<file path="config.mk">
export PLATFORM = sky130hd
export DESIGN_NAME = mult_sweep_evaluator
export DESIGN_NICKNAME = d
export VERILOG_FILES = /design/src/rtl/mult_eval_pkg.sv /design/src/rtl/mult_eval_delay.sv /design/src/rtl/mult_sweep_evaluator.sv
export SDC_FILE = /design/constraint.sdc
export NUM_CORES = 1
export LEC_CHECK = 0
export BUFFER_PORTS_ARGS = -buffer_cell sky130_fd_sc_hd__buf_2
export CORE_ASPECT_RATIO = 0.7
export CORE_UTILIZATION = 35
export DETAILED_ROUTE_END_ITERATION = 8
export SYNTH_ARGS = -nofsm -noshare
export SYNTH_HDL_FRONTEND = slang
export SYNTH_SLANG_ARGS = --single-unit
</file>
<file path="constraint.sdc">
create_clock -name clk -period 2.7 [get_ports clk]
set_input_delay 0.54 -clock clk [delete_from_list [all_inputs] [get_ports clk]]
set_output_delay 0.54 -clock clk [all_outputs]
set_load 0.02 [all_outputs]
</file>
<file path="src/rtl/mult_eval_pkg.sv">
// rtl/mult_eval_pkg.sv - shared types and size helpers for the multiplier sweep evaluator
package mult_eval_pkg;

    typedef enum logic [1:0] {
        IDLE  = 2'd0,
        SWEEP = 2'd1,
        DRAIN = 2'd2,
        DONE  = 2'd3
    } state_t;

    function automatic int pw_of(input int w);
        return 2 * w;
    endfunction

    function automatic int n_of(input int w);
        return 1 << (2 * w);
    endfunction

    localparam int DEF_WIDTH = 2;
    localparam int DEF_PW    = pw_of(DEF_WIDTH);
    localparam int DEF_CW    = 2 * DEF_WIDTH + 1;

    // Statistics snapshot for the default-width configuration.
    typedef struct packed {
        logic [DEF_CW-1:0]              match_count;
        logic [DEF_PW-1:0][DEF_CW-1:0]  bit_err;
        logic                           fail_valid;
        logic [DEF_WIDTH-1:0]           fail_a;
        logic [DEF_WIDTH-1:0]           fail_b;
        logic [DEF_PW-1:0]              fail_p;
    } stat_rec_t;

endpackage

</file>
<file path="src/rtl/mult_eval_delay.sv">
// rtl/mult_eval_delay.sv - LAT-deep delay line for {valid, a, b, golden}; pass-through at LAT=0
module mult_eval_delay #(
    parameter int LAT = 0,
    parameter int DW  = 1
) (
    input  logic          clk,
    input  logic          rst_n,
    input  logic [DW-1:0] din,
    output logic [DW-1:0] dout
);

    generate
        if (LAT == 0) begin : g_pass
            logic unused_clk_rst;
            assign unused_clk_rst = clk ^ rst_n;
            assign dout = din;
        end else begin : g_shift
            logic [DW-1:0] sr [LAT];

            always_ff @(posedge clk or negedge rst_n) begin
                if (!rst_n) begin
                    for (int i = 0; i < LAT; i++) sr[i] <= '0;
                end else begin
                    sr[0] <= din;
                    for (int i = 1; i < LAT; i++) sr[i] <= sr[i-1];
                end
            end

            assign dout = sr[LAT-1];
        end
    endgenerate

endmodule

</file>
<file path="src/rtl/mult_sweep_evaluator.sv">
// rtl/mult_sweep_evaluator.sv - exhaustive operand sweep scoring one candidate multiplier
module mult_sweep_evaluator #(
    parameter int WIDTH = 2,
    parameter int LAT   = 0,
    parameter int CW    = 2 * WIDTH + 1
) (
    input  logic                    clk,
    input  logic                    rst_n,
    input  logic                    start,
    output logic [WIDTH-1:0]        cand_a,
    output logic [WIDTH-1:0]        cand_b,
    input  logic [2*WIDTH-1:0]      cand_p,
    output logic                    busy,
    output logic                    done,
    output logic                    pass,
    output logic [CW-1:0]           match_count,
    output logic [2*WIDTH*CW-1:0]   bit_err,
    output logic                    fail_valid,
    output logic [WIDTH-1:0]        fail_a,
    output logic [WIDTH-1:0]        fail_b,
    output logic [2*WIDTH-1:0]      fail_p
);
    import mult_eval_pkg::*;

    localparam int PW  = pw_of(WIDTH);
    localparam int N   = n_of(WIDTH);
    localparam int DW  = 1 + 2 * WIDTH + PW;
    localparam int DCW = (LAT > 0) ? $clog2(LAT + 1) : 1;

    state_t          state, next_state;
    logic [PW-1:0]   idx;
    logic [DCW-1:0]  drain_cnt;
    logic            accept;
    logic            last_idx;

    logic            issue_valid;
    logic [PW-1:0]   issue_gold;

    logic [DW-1:0]   d_out;
    logic            d_valid;
    logic [WIDTH-1:0] d_a, d_b;
    logic [PW-1:0]   d_gold;
    logic [PW-1:0]   diff;

    logic [CW-1:0]   be_q [PW];

    assign accept   = start && (state == IDLE || state == DONE);
    assign last_idx = (idx == '1);

    always_ff @(posedge clk or negedge rst_n) begin
        if (!rst_n) state <= IDLE;
        else        state <= next_state;
    end

    always_comb begin
        next_state = state;
        busy       = 1'b0;
        case (state)
            IDLE:  if (start) next_state = SWEEP;
            SWEEP: begin
                busy = 1'b1;
                if (last_idx) next_state = (LAT > 0) ? DRAIN : DONE;
            end
            DRAIN: begin
                busy = 1'b1;
                if (drain_cnt == DCW'(LAT - 1)) next_state = DONE;
            end
            DONE:  if (start) next_state = SWEEP;
            default: next_state = IDLE;
        endcase
    end

    // Issue stage: operands and their golden product are registered together,
    // so the candidate sees cand_a/cand_b one edge after idx selects them.
    always_ff @(posedge clk or negedge rst_n) begin
        if (!rst_n) begin
            idx         <= '0;
            issue_valid <= 1'b0;
            issue_gold  <= '0;
            cand_a      <= '0;
            cand_b      <= '0;
            drain_cnt   <= '0;
        end else begin
            if (state == SWEEP) begin
                issue_valid <= 1'b1;
                cand_a      <= idx[PW-1:WIDTH];
                cand_b      <= idx[WIDTH-1:0];
                issue_gold  <= PW'(idx[PW-1:WIDTH]) * PW'(idx[WIDTH-1:0]);
                idx         <= idx + PW'(1);
            end else begin
                issue_valid <= 1'b0;
                if (accept) idx <= '0;
            end
            drain_cnt <= (state == DRAIN) ? drain_cnt + DCW'(1) : '0;
        end
    end

    mult_eval_delay #(
        .LAT (LAT),
        .DW  (DW)
    ) u_delay (
        .clk   (clk),
        .rst_n (rst_n),
        .din   ({issue_valid, cand_a, cand_b, issue_gold}),
        .dout  (d_out)
    );

    assign {d_valid, d_a, d_b, d_gold} = d_out;
    assign diff = cand_p ^ d_gold;

    always_ff @(posedge clk or negedge rst_n) begin
        if (!rst_n) begin
            match_count <= '0;
            fail_valid  <= 1'b0;
            fail_a      <= '0;
            fail_b      <= '0;
            fail_p      <= '0;
            for (int i = 0; i < PW; i++) be_q[i] <= '0;
        end else if (accept) begin
            match_count <= '0;
            fail_valid  <= 1'b0;
            fail_a      <= '0;
            fail_b      <= '0;
            fail_p      <= '0;
            for (int i = 0; i < PW; i++) be_q[i] <= '0;
        end else if (d_valid) begin
            if (diff == '0 && match_count != '1) match_count <= match_count + CW'(1);
            for (int i = 0; i < PW; i++) begin
                if (diff[i] && be_q[i] != '1) be_q[i] <= be_q[i] + CW'(1);
            end
            if (diff != '0 && !fail_valid) begin
                fail_valid <= 1'b1;
                fail_a     <= d_a;
                fail_b     <= d_b;
                fail_p     <= cand_p;
            end
        end
    end

    // done trails entry into DONE by one edge so the last compare has been recorded.
    always_ff @(posedge clk or negedge rst_n) begin
        if (!rst_n) done <= 1'b0;
        else        done <= (state == DONE) && !start;
    end

    assign pass = done && (match_count == CW'(N));

    generate
        for (genvar g = 0; g < PW; g++) begin : g_bit_err
            assign bit_err[g*CW +: CW] = be_q[g];
        end
    endgenerate

endmodule

</file>
; After elaboration in Yosys (flattened, before gate mapping)
; Cells that the tools add are included.
[word_totals]
inputBits = 7
output_inout_bits = 41
word_cells = 101
ff_bits = 51
[classes]
n_eq_ne = 13
multipliers = 1
reduce_logical = 32
add_sub_neg = 7
bitwise_logic = 1
n_mux = 30
[ops]
columns = cell, count
row1 = 2-to-1 mux 20 bit, 2
row2 = 2-to-1 mux 5 bit, 7
row3 = adder 5 x 1 -> 5 bit (second input constant), 5
row4 = inequality test 5 bit (second input constant), 5
row5 = 2-to-1 mux 4 bit, 5
row6 = 2-to-1 mux 2 bit, 9
row7 = nonzero test 2 bit, 8
row8 = AND reduction 2 bit, 6
row9 = logical AND 1 bit, 9
row10 = 2-to-1 mux 1 bit, 6
row11 = case mux 2 bit (3 select lines), 1
row12 = == test 5 bit (second input constant), 1
row13 = adder 4 x 1 -> 4 bit (second input constant), 1
row14 = == test 2 bit (second input constant), 2
row15 = == test 4 bit (second input constant), 1
row16 = zero test 4 bit, 1
row17 = multiplier 2 x 2 -> 4 bit, 1
row18 = inequality test 2 bit (second input constant), 2
row19 = nonzero test 4 bit, 1
row20 = OR reduction 2 bit, 2
row21 = bitwise XOR 4 bit, 1
row22 = AND reduction 3 bit, 1
row23 = == test 2 x 1 -> 1 bit (second input constant), 1
row24 = zero test 1 bit, 2
row25 = other kinds (4), 4

; Longest topological paths before layout
; Gate-level depths: netlist of run 1.
[depth]
ltp_word = 6
ltp_mapped = 7
ltp_nobuf = 6

; Cells and area by module
; From an unflattened synthesis of run 1, not the netlist that was laid out.
[hier_totals]
hier_cells = 228
area_unflattened_um2 = 2541.2
[modules_own_cells]
columns = mod, instances, cells_each, seq_area_each_um2, area_per_inst_um2
row1 = mult_sweep_evaluator, 1, 219, 1276.2, 2473.6
row2 = mult_eval_delay, 1, 9, 0.0, 67.6

; Worst setup path after synthesis of run 1
; No wires, ideal clock.
[synth_path]
path_type = flip-flop to flip-flop
start = reg match_count[0]
end = reg match_count[3]
n_path_buf = 1
period_less_slack_ns = 2.007
arrival_time_ns = 1.930
setup_slack_ns = 0.693
required_time_ns = 2.623
setup_ns = 0.077
path_stages_with_launch = 8
cell_sequence = dfrtp_1 ha_1 and3_1 ha_1 nand2b_1 buf_1 or4_1 a21oi_1
[synth_between]
elab_chain_cells = 4
word_cells_on_any_way = 8
classes_between = add/sub: 1 / eq/ne: 1 / mux: 3 / reduce/logical: 3
[synth_rtl]
columns = item, line_no
row1 = start: declaration, mult_sweep_evaluator.sv:16  ; output logic [CW-1:0] match_count,
row2 = start signal: assignment, mult_sweep_evaluator.sv:127  ; if (diff == '0 && match_count != '1) match_count <= match_count + CW'(1);
row3 = adder 5 x 1 -> 5 bit or inequality test 5 bit (tied branches), mult_sweep_evaluator.sv:127
row4 = 2-to-1 mux 5 bit or logical AND 1 bit (tied branches), mult_sweep_evaluator.sv:127
row5 = 2-to-1 mux 5 bit or nonzero test 2 bit (tied branches), -
row6 = 2-to-1 mux 5 bit or AND reduction 2 bit (tied branches), -
; Several ways; a longest one is shown, not always the timed one. The select of a mux whose other input is x is not followed.
; A chain may end at the register's enable or synchronous reset.

; Worst setup path after layout of run 1
[layout_path]
start = reg be_q, in the netlist bit_err[10]
end = reg be_q, in the netlist bit_err[11]
[layout_between]
elab_chain_cells = 4
word_cells_on_any_way = 8
classes_between = add/sub: 1 / eq/ne: 1 / mux: 3 / reduce/logical: 3
[layout_rtl]
columns = item, line_no
row1 = start: declaration, mult_sweep_evaluator.sv:45  ; logic [CW-1:0] be_q [PW];
row2 = adder 5 x 1 -> 5 bit or inequality test 5 bit (tied branches), mult_sweep_evaluator.sv:129  ; if (diff[i] && be_q[i] != '1) be_q[i] <= be_q[i] + CW'(1);
row3 = 2-to-1 mux 5 bit or logical AND 1 bit (tied branches), mult_sweep_evaluator.sv:129
row4 = 2-to-1 mux 20 bit or nonzero test 2 bit (tied branches), -
row5 = 2-to-1 mux 20 bit or AND reduction 2 bit (tied branches), -
; Several ways; a longest one is shown, not always the timed one. The select of a mux whose other input is x is not followed.

==> reports/summary.md, run 1 <==
• gate count after technology mapping: 223
• count of state elements after synthesis: 51
• Arr. time, crit path: 2.24 ns
• Mapped Area: 2510 um2
• final weighted congestion in routability-driven placement: 0.735
• compound-cell area share of the yosys netlist: 0.0759
• GRT Overall Usage: 0.152
• total placed cells including tap cells: 354
• number of buffers inserted during clock tree synthesis: 5
• final hold violation count: 0
• unrepaired setup endpoints after global routing: false
• Port-buffer cells: 47
• starting density of the core: 0.366
• post-detailed-route count of antenna-violating nets: 0
• TritonRoute pass-1 iters: 4
• final HPWL from detailed placement: 3.51 mm
• yosys warns: 0
• TritonCTS sink count: 51
• buffers inserted by post-CTS timing repair: 0
• slew at the pin closest to its max-slew limit: 0.672 ns
• wire length of the first global-routing pass: 8.50 mm
• Total Die Area: 7510 um2
• H-tree lvl count: 2
• floorplan core area: 6850 um2
• most instantiated flip-flop cell in the synthesis netlist: sky130_fd_sc_hd__dfrtp_1
• cell at the root of the clock tree: sky130_fd_sc_hd__clkbuf_8
• adder and majority gate portion of the synthesized area: 0.0849
• Worst Reg2Reg Path Length in Cells: 6
• area growth from synthesis to layout: 16.3%
• power density of the placed cells: 902 nW/um2
• worst-path fanout max: 4
• Cell Count, Final, Fillers Out: 362
• area share of xor/xnor cells in the synthesized design: 0.0629
• Resize count post-CTS: 0
• worst slack after detailed placement: 0.635 ns
• width of the die: 103 um
• nature of the critical path endpoint: flip-flop
• headroom to the max-slew limit: 0.552
• global routing met3 resource utilization: 0.0335
• total congestion overflow: 0
• Die Y-Extent: 72.8 um
• met2 layer usage reported by global route: 0.209
• share of final-layout standard cells stronger than drive strength 1: 0.254
• via count of the first global-routing pass: 1655
• register area share after synthesis: 0.509
• leakage power of the design: 1.49 nW
• class of the worst hold path: in -> async
• Via Count: 1757
• Reg2Reg Launch Point: bit_err[10]
• highest clock frequency the design can meet: 485 MHz
• drt initial violations: 75
• detailed-route wire length per cell: 13.9 um
• syn nets: 247
• Worst-path clk slew: 0.09 ns
• Tcrit/Tclk final: 0.764
• hold buffers post-CTS: 0
• Post-synth EDFFs: 0
• num rows: 25
• Post-Syn Area per Cell: 11.2 um2
• fin worst setup slack: 0.637 ns
• buffers from clock root to sink, at most: 2
• Min Clock Period, post-route: 2.06 ns
• antenna violations before repair: 0
• via density per instance: 4.85
• share of flip-flops with an asynchronous set or reset: 1.00
• Setup CP Type: reg -> reg
• count of nets after finishing: 291
• end-of-flow core utilization: 0.425
• Max rail drop VDD: 0.000392 V
• GRT busiest layer: met1
• largest net degree at the start of global routing: 52
• dominant combinational cell family by area after synthesis: simple AND/OR/NAND/NOR gates
• number of violations of the max-capacitance limit: 0
• multiplexer share of the synthesized area: 0.0674
• count of boundary I/O pins: 48
• status: complete, no violations
• Slew Limit Fails: 0
• crit start category: flip-flop
• Synth cell types: 34
• aggregate routed wire length: 5.04 mm
• count of unresolved DRC violations after routing: 0
• Clock Skew: 0.00382 ns
• clock tree from TritonCTS: yes
• basic-gate share of the synthesized area counting and, or, nand and nor cells: 0.160
• Antenna Diode Count: 0
• sum of negative setup slack: 0 ns
• final setup violating endpoints: 0
• clock latency on the worst-skew pair: 0.30 ns
• Crit. Startpoint: bit_err[10]
• met1 track utilization from global routing: 0.234
• data required time at the worst endpoint: 2.88 ns
==> power by group <==
group | leakage (nW) | internal, mW | switching [mW]
sequential | 0.678 | 0.954 | 0.210
clock | 0.0422 | 0.183 | 0.245
combinational | 0.770 | 0.426 | 0.612
total | 1.49 | 1.56 | 1.07
==> kinds of logic (layout without fill, tap and decap cells) <==
| kind of cell | after synthesis | count (layout) |
|---|---|---|
| AO/OA/AOI/OAI | 27 | 27 |
| multiplexers | 16 | 16 |
| flip-flops | 51 | 51 |
| adder cells (fa/ha/maj) | 17 | 17 |
| buffers and inverters | 22 | 67 |
| XOR/XNOR | 18 | 18 |
| AND/OR/NAND/NOR | 72 | 72 |
==> per-layer routing <==
layer	up-vias	wire, um
met2	33	2030
met1	853	2730
met3	7	212
met4	0	72
li1	864	-
met5	-	0
==> cell type report <==
| type | count | area [um2] |
|---|---|---|
| clock buffers | 7 | 76.3 |
| clock inverters | 1 | 5.00 |
| fillers | 688 | 3940 |
| inverters | 8 | 30.0 |
| multi-input cells | 150 | 1130 |
| flip-flops and latches | 51 | 1280 |
| well taps | 94 | 118 |
| repair buffers | 51 | 278 |
==> synth_stat cells (2+ instances only) <==
library cell | count | share of area
sky130_fd_sc_hd__a21oi_1 | 4 | 0.0080
sky130_fd_sc_hd__a22o_1 | 9 | 0.031
sky130_fd_sc_hd__and2_1 | 4 | 0.010
sky130_fd_sc_hd__and3_1 | 5 | 0.012
sky130_fd_sc_hd__and4bb_2 | 4 | 0.020
sky130_fd_sc_hd__buf_1 | 2 | 0.0030
sky130_fd_sc_hd__buf_4 | 4 | 0.012
sky130_fd_sc_hd__clkbuf_1 | 7 | 0.010
sky130_fd_sc_hd__dfrtp_1 | 51 | 0.51
sky130_fd_sc_hd__ha_1 | 17 | 0.085
sky130_fd_sc_hd__inv_1 | 8 | 0.012
sky130_fd_sc_hd__mux2_2 | 7 | 0.031
sky130_fd_sc_hd__mux2i_1 | 9 | 0.036
sky130_fd_sc_hd__nand2_1 | 12 | 0.018
sky130_fd_sc_hd__nand2b_1 | 2 | 0.0050
sky130_fd_sc_hd__nand3_1 | 8 | 0.016
sky130_fd_sc_hd__nor2_1 | 22 | 0.033
sky130_fd_sc_hd__nor2b_1 | 2 | 0.0050
sky130_fd_sc_hd__nor3b_1 | 4 | 0.012
sky130_fd_sc_hd__nor4b_1 | 4 | 0.014
sky130_fd_sc_hd__o211ai_1 | 2 | 0.0060
sky130_fd_sc_hd__o21ai_0 | 6 | 0.012
sky130_fd_sc_hd__o31ai_1 | 3 | 0.0090
sky130_fd_sc_hd__xnor2_1 | 17 | 0.059
==> worst max-delay path, cell delays in order (launching register included) <==
cell	delay [ns]
sky130_fd_sc_hd__dfrtp_1	0.43
sky130_fd_sc_hd__ha_1	0.23
sky130_fd_sc_hd__and3_1	0.18
sky130_fd_sc_hd__ha_1	0.21
sky130_fd_sc_hd__nor3b_1	0.58
sky130_fd_sc_hd__mux2i_1	0.25
sky130_fd_sc_hd__nor2_1	0.06
==> through the flow <==
stage | power (mW) | hold WS, ns | area (um2)
2_1_floorplan | 1.91 | 0.244 | 2510
3_3_place_gp | 2.20 | 0.400 | 2830
3_5_place_dp | 2.22 | 0.403 | 2830
4_1_cts | 2.67 | 0.214 | 2910
5_1_grt | 2.84 | 0.222 | 2910
6_report | 2.63 | 0.208 | 2910
==> layout by cell type (no fill, tap or decap), types with 2 or more instances in the layout <==
cell type,n
sky130_fd_sc_hd__and4bb_2,4
sky130_fd_sc_hd__dfrtp_1,51
sky130_fd_sc_hd__and3_1,5
sky130_fd_sc_hd__nor3b_1,4
sky130_fd_sc_hd__clkbuf_1,2
sky130_fd_sc_hd__buf_4,3
sky130_fd_sc_hd__nand3_1,8
sky130_fd_sc_hd__nand2_1,12
sky130_fd_sc_hd__o211ai_1,2
sky130_fd_sc_hd__o31ai_1,3
sky130_fd_sc_hd__nor2_1,22
sky130_fd_sc_hd__mux2_2,7
sky130_fd_sc_hd__nand2b_1,2
sky130_fd_sc_hd__buf_2,47
sky130_fd_sc_hd__o21ai_0,6
sky130_fd_sc_hd__nor2b_1,2
sky130_fd_sc_hd__mux2i_1,9
sky130_fd_sc_hd__nor4b_1,4
sky130_fd_sc_hd__a21oi_1,4
sky130_fd_sc_hd__and2_1,4
sky130_fd_sc_hd__inv_1,8
sky130_fd_sc_hd__a22o_1,9
sky130_fd_sc_hd__clkbuf_8,5
sky130_fd_sc_hd__xnor2_1,17
sky130_fd_sc_hd__ha_1,17
==> flip-flops by register name, summed over array words and instances (netlist names), 4 cells and up <==
register and cells:
bit_err 20, fail_p 4, idx 4, issue_gold 4, match_count 5
==> final timing paths <==
| check | end | slack [ns] |
|---|---|---|
| worst min register to register | drain_cnt | 0.41 |
| worst max register to register | bit_err[11] | 0.64 |
| max in group asynchronous | issue_valid | 2.26 |
| worst min-delay path | match_count[1] | 0.21 |
| worst max-delay path | bit_err[11] | 0.64 |
| min in group clk | drain_cnt | 0.41 |
Power figures use the tool's default switching activity.
==> inputs of run 2 (changes only) <==
==> constraint.sdc (replaced) <==
create_clock -name clk -period 1.96 [get_ports clk]
set_input_delay 0.392 -clock clk [delete_from_list [all_inputs] [get_ports clk]]
set_output_delay 0.392 -clock clk [all_outputs]
set_load 0.02 [all_outputs]
==> run 2 against run 1 <==
Critical path depth unchanged. Wire length is 0.12% lower. Setup slack worse by 0.55 ns. Sequential power increased by 38%. Final area grew 4.8%. Maximum frequency rose by 10%. Hold slack worse by 0.15 ns. Critical path type unchanged. Core utilization grew 2.0 points. Cell count up 3.6%. Largest cell class unchanged. Count of clock-buffer cells in the layout up 1. Highest routed layer unchanged. Flip-flop and latch count stayed put.
==> reports/summary.md, run 2 (same netlist as run 1, synthesis figures left out) <==
• aggregate routed wire length: 5.04 mm, about the same
• design area: 3050 um2, was 2910 um2
• class of the worst hold path: in -> async, unchanged
• final HPWL from detailed placement: 3.61 mm, was 3.51 mm
• Port-buffer cells: 47, unchanged
• most frequent CP cell: sky130_fd_sc_hd__ha_1, unchanged
• drt initial violations: 47, was 75
• starting density of the core: 0.366, unchanged
• status: complete, no violations, unchanged
• most frequent cells in the layout: 49 x sky130_fd_sc_hd__dfrtp_1, 47 x sky130_fd_sc_hd__buf_2, 22 x sky130_fd_sc_hd__nor2_1, was 51 x sky130_fd_sc_hd__dfrtp_1, 47 x sky130_fd_sc_hd__buf_2, 22 x sky130_fd_sc_hd__nor2_1
• width of the die: 103 um, unchanged
• Arr. time, crit path: 2.10 ns, was 2.24 ns
• number of buffers inserted during clock tree synthesis: 5, unchanged
• area growth from synthesis to layout: 21.8%, was 16.3%
• floorplan core area: 6850 um2, unchanged
• final weighted congestion in routability-driven placement: 0.753, was 0.735
• sum of negative setup slack: 0 ns, unchanged
• count of boundary I/O pins: 48, unchanged
• Slew Limit Fails: 0, unchanged
• share of total power in combinational logic: 0.411, was 0.395
• detailed-route wire length per cell: 13.4 um, was 13.9 um
• data required time at the worst endpoint: 2.19 ns, was 2.88 ns
• via density per instance: 4.70, was 4.85
• dominant delay contributor by cell family on the critical path: simple AND/OR/NAND/NOR gates, unchanged
• cell at the root of the clock tree: sky130_fd_sc_hd__clkbuf_8, unchanged
• leakage power of the design: 1.57 nW, was 1.49 nW
• highest clock frequency the design can meet: 535 MHz, was 485 MHz
• H-tree lvl count: 2, unchanged
• buffers plus inverters on the worst setup path: 0, unchanged
• flip-flop count of the largest register after layout: 20, unchanged
• Worst Reg2Reg Path Length in Cells: 6, unchanged
• Setup CP Type: reg -> reg, unchanged
• share of final-layout standard cells stronger than drive strength 1: 0.313, was 0.254
• wire length of the first global-routing pass: 7.99 mm, was 8.50 mm
• TritonRoute pass-1 iters: 5, was 4
• Reg2Reg Launch Point: match_count[1], was bit_err[10]
• cell breakdown of the critical path: ha_1 > and3_1 > ha_1 > nand2b_4 > or4_4 > a21oi_2, was ha_1 > and3_1 > ha_1 > nor3b_1 > mux2i_1 > nor2_1
• clock network power share: 0.173, was 0.163
• antenna violations before repair: 0, unchanged
• end of the worst register-to-register path: match_count[3], was bit_err[11]
• unrepaired setup endpoints after global routing: false, unchanged
• clock tree from TritonCTS: yes, unchanged
• Clock Skew: 0.00503 ns, was 0.00382 ns
• cell internal pwr: 2.34 mW, was 1.56 mW
• end of the critical path: match_count[3], was bit_err[11]
• Total Die Area: 7510 um2, unchanged
• largest net degree at the start of global routing: 52, unchanged
• number of violations of the max-capacitance limit: 0, unchanged
• worst-path fanout max: 5, was 4
• num rows: 25, unchanged
• Min Clock Period, post-route: 1.87 ns, was 2.06 ns
• final hold violation count: 0, unchanged
• TritonCTS sink count: 51, unchanged
• via count of the first global-routing pass: 1600, was 1655
• buffers from clock root to sink, at most: 2, unchanged
• Flop pwr share: 0.416, was 0.443
• Max rail drop VDD: 0.000545 V, was 0.000392 V
• hold buffers post-CTS: 0, unchanged
• count of filler cells inserted in the layout: 673, was 688
• final setup violating endpoints: 0, unchanged
• Tcrit/Tclk final: 0.953, was 0.764
• headroom to the max-slew limit: 0.675, was 0.552
• library cell contributing the largest single delay on the critical path: sky130_fd_sc_hd__or4_4, was sky130_fd_sc_hd__nor3b_1
• Crit. Startpoint: match_count[1], was bit_err[10]
• Worst path max stage delay: 0.49 ns, was 0.58 ns
• Resize count post-CTS: 0, unchanged
• Sw Share: 0.392, was 0.406
• worst hold slack after final layout: 0.0549 ns, was 0.208 ns
• Worst R2R Setup Slack: 0.09 ns, was 0.64 ns
• count of nets after finishing: 304, was 291
• total congestion overflow: 0, unchanged
• critical path depth in cells: 6, unchanged
• Placed Area: 2930 um2, was 2830 um2
• clock latency on the worst-skew pair: 0.30 ns, about the same
• Worst-path clk slew: 0.09 ns, about the same
• Antenna Diode Count: 0, unchanged
• GRT Overall Usage: 0.140, was 0.152
• commonest non-fill, non-tap cell in the layout: sky130_fd_sc_hd__dfrtp_1, unchanged
• crit start category: flip-flop, unchanged
• slew at the pin closest to its max-slew limit: 0.487 ns, was 0.672 ns
• net switching power of the design: 1.51 mW, was 1.07 mW
• post-detailed-route count of antenna-violating nets: 0, unchanged
• Die Y-Extent: 72.8 um, unchanged
• count of unresolved DRC violations after routing: 0, unchanged
• Via Count: 1764, was 1757
• buffers inserted by post-CTS timing repair: 0, unchanged
• nature of the critical path endpoint: flip-flop, unchanged
• power density of the placed cells: 1260 nW/um2, was 902 nW/um2
-- run 2: cell types whose count changed in the layout (fill, tap and decap cells not counted), moves of 2 or more --
cell	change
sky130_fd_sc_hd__dfrtp_1	-2
sky130_fd_sc_hd__buf_4	+13
sky130_fd_sc_hd__dfrtp_2	+2
sky130_fd_sc_hd__clkbuf_8	+2
-- run 2: worst min-delay path by stage --
stage	from	to	slack, ns	depth (start not counted)
floorplan	rst_n	bit_err[0]	0.1	0
global placement	drain_cnt	drain_cnt	0.40	1
detailed placement	rst_n	match_count[1]	0.41	2
CTS	rst_n	match_count[1]	0.07	2
global route	rst_n	bit_err[9]	0.07	2
finish	rst_n	done	0.05	2
-- run 2: layout make-up --
type	count	area (um2)	share of cell area
sequential	51	1280	0.419
multi-input combinational	150	1150	0.377
timing repair buffer	64	375	0.123
tap	94	118	0.0385
clock buffer	8	100	0.0328
inverter	8	30.0	0.00984
-- run 2: metal layers --
| layer | track usage | up-vias | wire (um) |
|---|---|---|---|
| li1 | - | 890 | - |
| met1 | 0.225 | 833 | 2770 |
| met2 | 0.181 | 37 | 2020 |
| met3 | 0.0345 | 4 | 216 |
| met4 | 0.0376 | 0 | 27 |
| met5 | 0 | - | 0 |
-- run 2: per-stage QoR --
step | util | total power [mW] | std cells | worst slack [ns]
floorplan | - | 2.64 | 223 | 0.0189
global placement | 0.428 | 3.16 | 367 | 0.0659
detailed placement | 0.428 | 3.19 | 367 | 0.0256
CTS | 0.443 | 3.87 | 375 | 0.00614
global route | 0.446 | 4.11 | 375 | 0.0200
finish | 0.446 | 3.86 | 375 | 0.0915
-- run 2: power groups by stage --
stage	clock network (mW)	logic, mW	registers, mW
final	0.666	1.59	1.60
after global routing	0.724	1.74	1.65
after CTS	0.681	1.59	1.60
after detailed placement	0	1.58	1.61
after global placement	0	1.55	1.61
after floorplan	0	0.914	1.73
==> inputs of run 3 (changes only) <==
--- a/config.mk
+++ b/config.mk
@@ -9,6 +9,7 @@
 export CORE_ASPECT_RATIO = 0.7
 export CORE_UTILIZATION = 35
 export DETAILED_ROUTE_END_ITERATION = 8
+export SETUP_SLACK_MARGIN = 0.15
 export SYNTH_ARGS = -nofsm -noshare
 export SYNTH_HDL_FRONTEND = slang
 export SYNTH_SLANG_ARGS = --single-unit
==> run 3 against run 2 <==
Count of clock-buffer cells in the layout shrank 2. First-iteration DRC count grew 19%. Largest power group is now combinational logic. Final area grew 4.9%. Wire length grew 6.3%. Power grew 4.1%. Maximum frequency grew 5.0%. Critical endpoint is now pass.
==> reports/summary.md, run 3 (same netlist as run 1, synthesis figures left out) <==
• status: complete, no violations, unchanged
• worst-path fanout max: 5, unchanged
• Max rail drop VDD: 0.000587 V, was 0.000545 V
• leakage power of the design: 1.59 nW, was 1.57 nW
• cell at the root of the clock tree: sky130_fd_sc_hd__clkbuf_8, unchanged
• Tcrit/Tclk final: 0.908, was 0.953
• via density per instance: 4.80, was 4.70
• number of buffers inserted during clock tree synthesis: 5, unchanged
• flip-flop count of the largest register after layout: 20, unchanged
• Hold Crit Start: start
• count of nets after finishing: 310, was 304
• largest net degree at the start of global routing: 43, was 52
• num rows: 25, unchanged
• H-tree lvl count: 2, unchanged
• worst hold slack after final layout: 0.317 ns, was 0.0549 ns
• aggregate routed wire length: 5.35 mm, was 5.04 mm
• Die Y-Extent: 72.8 um, unchanged
• Setup CP Type: reg -> out, was reg -> reg
• clock latency on the worst-skew pair: 0.29 ns, was 0.30 ns
• sum of negative setup slack: 0 ns, unchanged
• floorplan core area: 6850 um2, unchanged
• number of violations of the max-capacitance limit: 0, unchanged
• TritonCTS sink count: 51, unchanged
• starting density of the core: 0.366, unchanged
• count of unresolved DRC violations after routing: 0, unchanged
• power density of the placed cells: 1250 nW/um2, was 1260 nW/um2
• total congestion overflow: 0, unchanged
• TritonRoute pass-1 iters: 4, was 5
• most frequent cells in the layout: 49 x sky130_fd_sc_hd__dfrtp_1, 46 x sky130_fd_sc_hd__buf_2, 22 x sky130_fd_sc_hd__nor2_1, was 49 x sky130_fd_sc_hd__dfrtp_1, 47 x sky130_fd_sc_hd__buf_2, 22 x sky130_fd_sc_hd__nor2_1
• Via Count: 1825, was 1764
• data required time at the worst endpoint: 1.57 ns, was 2.19 ns
• Antenna Diode Count: 0, unchanged
• count of filler cells inserted in the layout: 655, was 673
• detailed-route wire length per cell: 14.1 um, was 13.4 um
• crit start category: flip-flop, unchanged
• drt initial violations: 56, was 47
• Total Die Area: 7510 um2, unchanged
• Worst Hold Depth: 2
• Crit. Startpoint: match_count[0], was match_count[1]
• highest clock frequency the design can meet: 562 MHz, was 535 MHz
• wire length of the first global-routing pass: 8.45 mm, was 7.99 mm
• GRT Overall Usage: 0.147, was 0.140
• post-detailed-route count of antenna-violating nets: 0, unchanged
• slew at the pin closest to its max-slew limit: 0.546 ns, was 0.487 ns
• area growth from synthesis to layout: 27.8%, was 21.8%
• final hold violation count: 0, unchanged
• Reg2Reg Launch Point: match_count[1], unchanged
• nature of the critical path endpoint: primary output, was flip-flop
• count of boundary I/O pins: 48, unchanged
• Slew Limit Fails: 0, unchanged
• final HPWL from detailed placement: 3.71 mm, was 3.61 mm
• Worst-path clk slew: 0.08 ns, was 0.09 ns
• antenna violations before repair: 0, unchanged
• clock tree from TritonCTS: yes, unchanged
• Port-buffer cells: 47, unchanged
• Clock Skew: 0.00493 ns, was 0.00503 ns
• final weighted congestion in routability-driven placement: 0.714, was 0.753
• share of final-layout standard cells stronger than drive strength 1: 0.367, was 0.313
• unrepaired setup endpoints after global routing: true, was false
• final setup violating endpoints: 0, unchanged
• via count of the first global-routing pass: 1726, was 1600
• width of the die: 103 um, unchanged
• Arr. time, crit path: 1.39 ns, was 2.10 ns
• buffers from clock root to sink, at most: 2, unchanged
• headroom to the max-slew limit: 0.636, was 0.675
• Min Clock Period, post-route: 1.78 ns, was 1.87 ns
• class of the worst hold path: in -> reg, was in -> async
• commonest non-fill, non-tap cell in the layout: sky130_fd_sc_hd__dfrtp_1, unchanged
• Worst Reg2Reg Path Length in Cells: 7, was 6
[run 3: final timing paths]
check	endpoint	slack, ns
max reg2reg	match_count[0]	0.20
max in group asynchronous	match_count[1]	0.96
min in group asynchronous	bit_err[15]	0.49
min	done	0.32
max	pass	0.18
min reg2reg	drain_cnt	0.42
[run 3: area by class of cell]
type                    instances  area [um2]  area share
clock buffers                   6        72.6      0.0227
clock inverters                 1        30.0     0.00938
inverters                       8        30.0     0.00938
multi-input cells             150        1240       0.388
flip-flops and latches         51        1280       0.399
well taps                      94         118      0.0367
repair buffers                 70         433       0.135
[run 3: metal layers]
metal | vias to the layer above | GRT usage | part of all wire
met5 | - | 0 | 0
met4 | 0 | 0.0391 | 0.0047
met3 | 2 | 0.0374 | 0.053
met2 | 42 | 0.209 | 0.42
met1 | 883 | 0.222 | 0.52
li1 | 898 | - | -
[run 3: metrics by stage]
step           utilization  cell area [um2]  cells  power [mW]  setup WS [ns]
3_5_place_dp         0.425             2910    361        3.15         0.0682
4_1_cts              0.449             3080    372        3.93          0.155
5_1_grt              0.468             3200    380        4.30         0.0855
2_1_floorplan            -             2540    223        2.67         0.0681
3_3_place_gp         0.425             2910    361        3.12         0.0793
6_report             0.468             3200    380        4.01          0.180
[run 3: critical path, stage by stage (launching register included)]
cell and delay [ns]:
sky130_fd_sc_hd__dfrtp_2 0.43, sky130_fd_sc_hd__buf_4 0.16, sky130_fd_sc_hd__inv_1 0.05, sky130_fd_sc_hd__ha_1 0.13
sky130_fd_sc_hd__nand4b_1 0.09, sky130_fd_sc_hd__nor2_1 0.09, sky130_fd_sc_hd__buf_4 0.14
[run 3: repair_timing]
| item | in CTS | in global routing |
|---|---|---|
| pin swaps | 0 | 10 |
| gates cloned | 0 | 0 |
| buffers inserted | 3 | 8 |
| hold buffers | 1 | 0 |
| resized for setup | 5 | 17 |
| endpoints found under the hold margin | 9 | 0 |
| endpoints found under the setup margin | 6 | 28 |
[run 3: power breakdown]
| group | total (mW) | internal, mW | switching (mW) |
|---|---|---|---|
| combinational | 1.71 | 0.792 | 0.916 |
| clock | 0.702 | 0.375 | 0.328 |
| sequential | 1.60 | 1.31 | 0.289 |
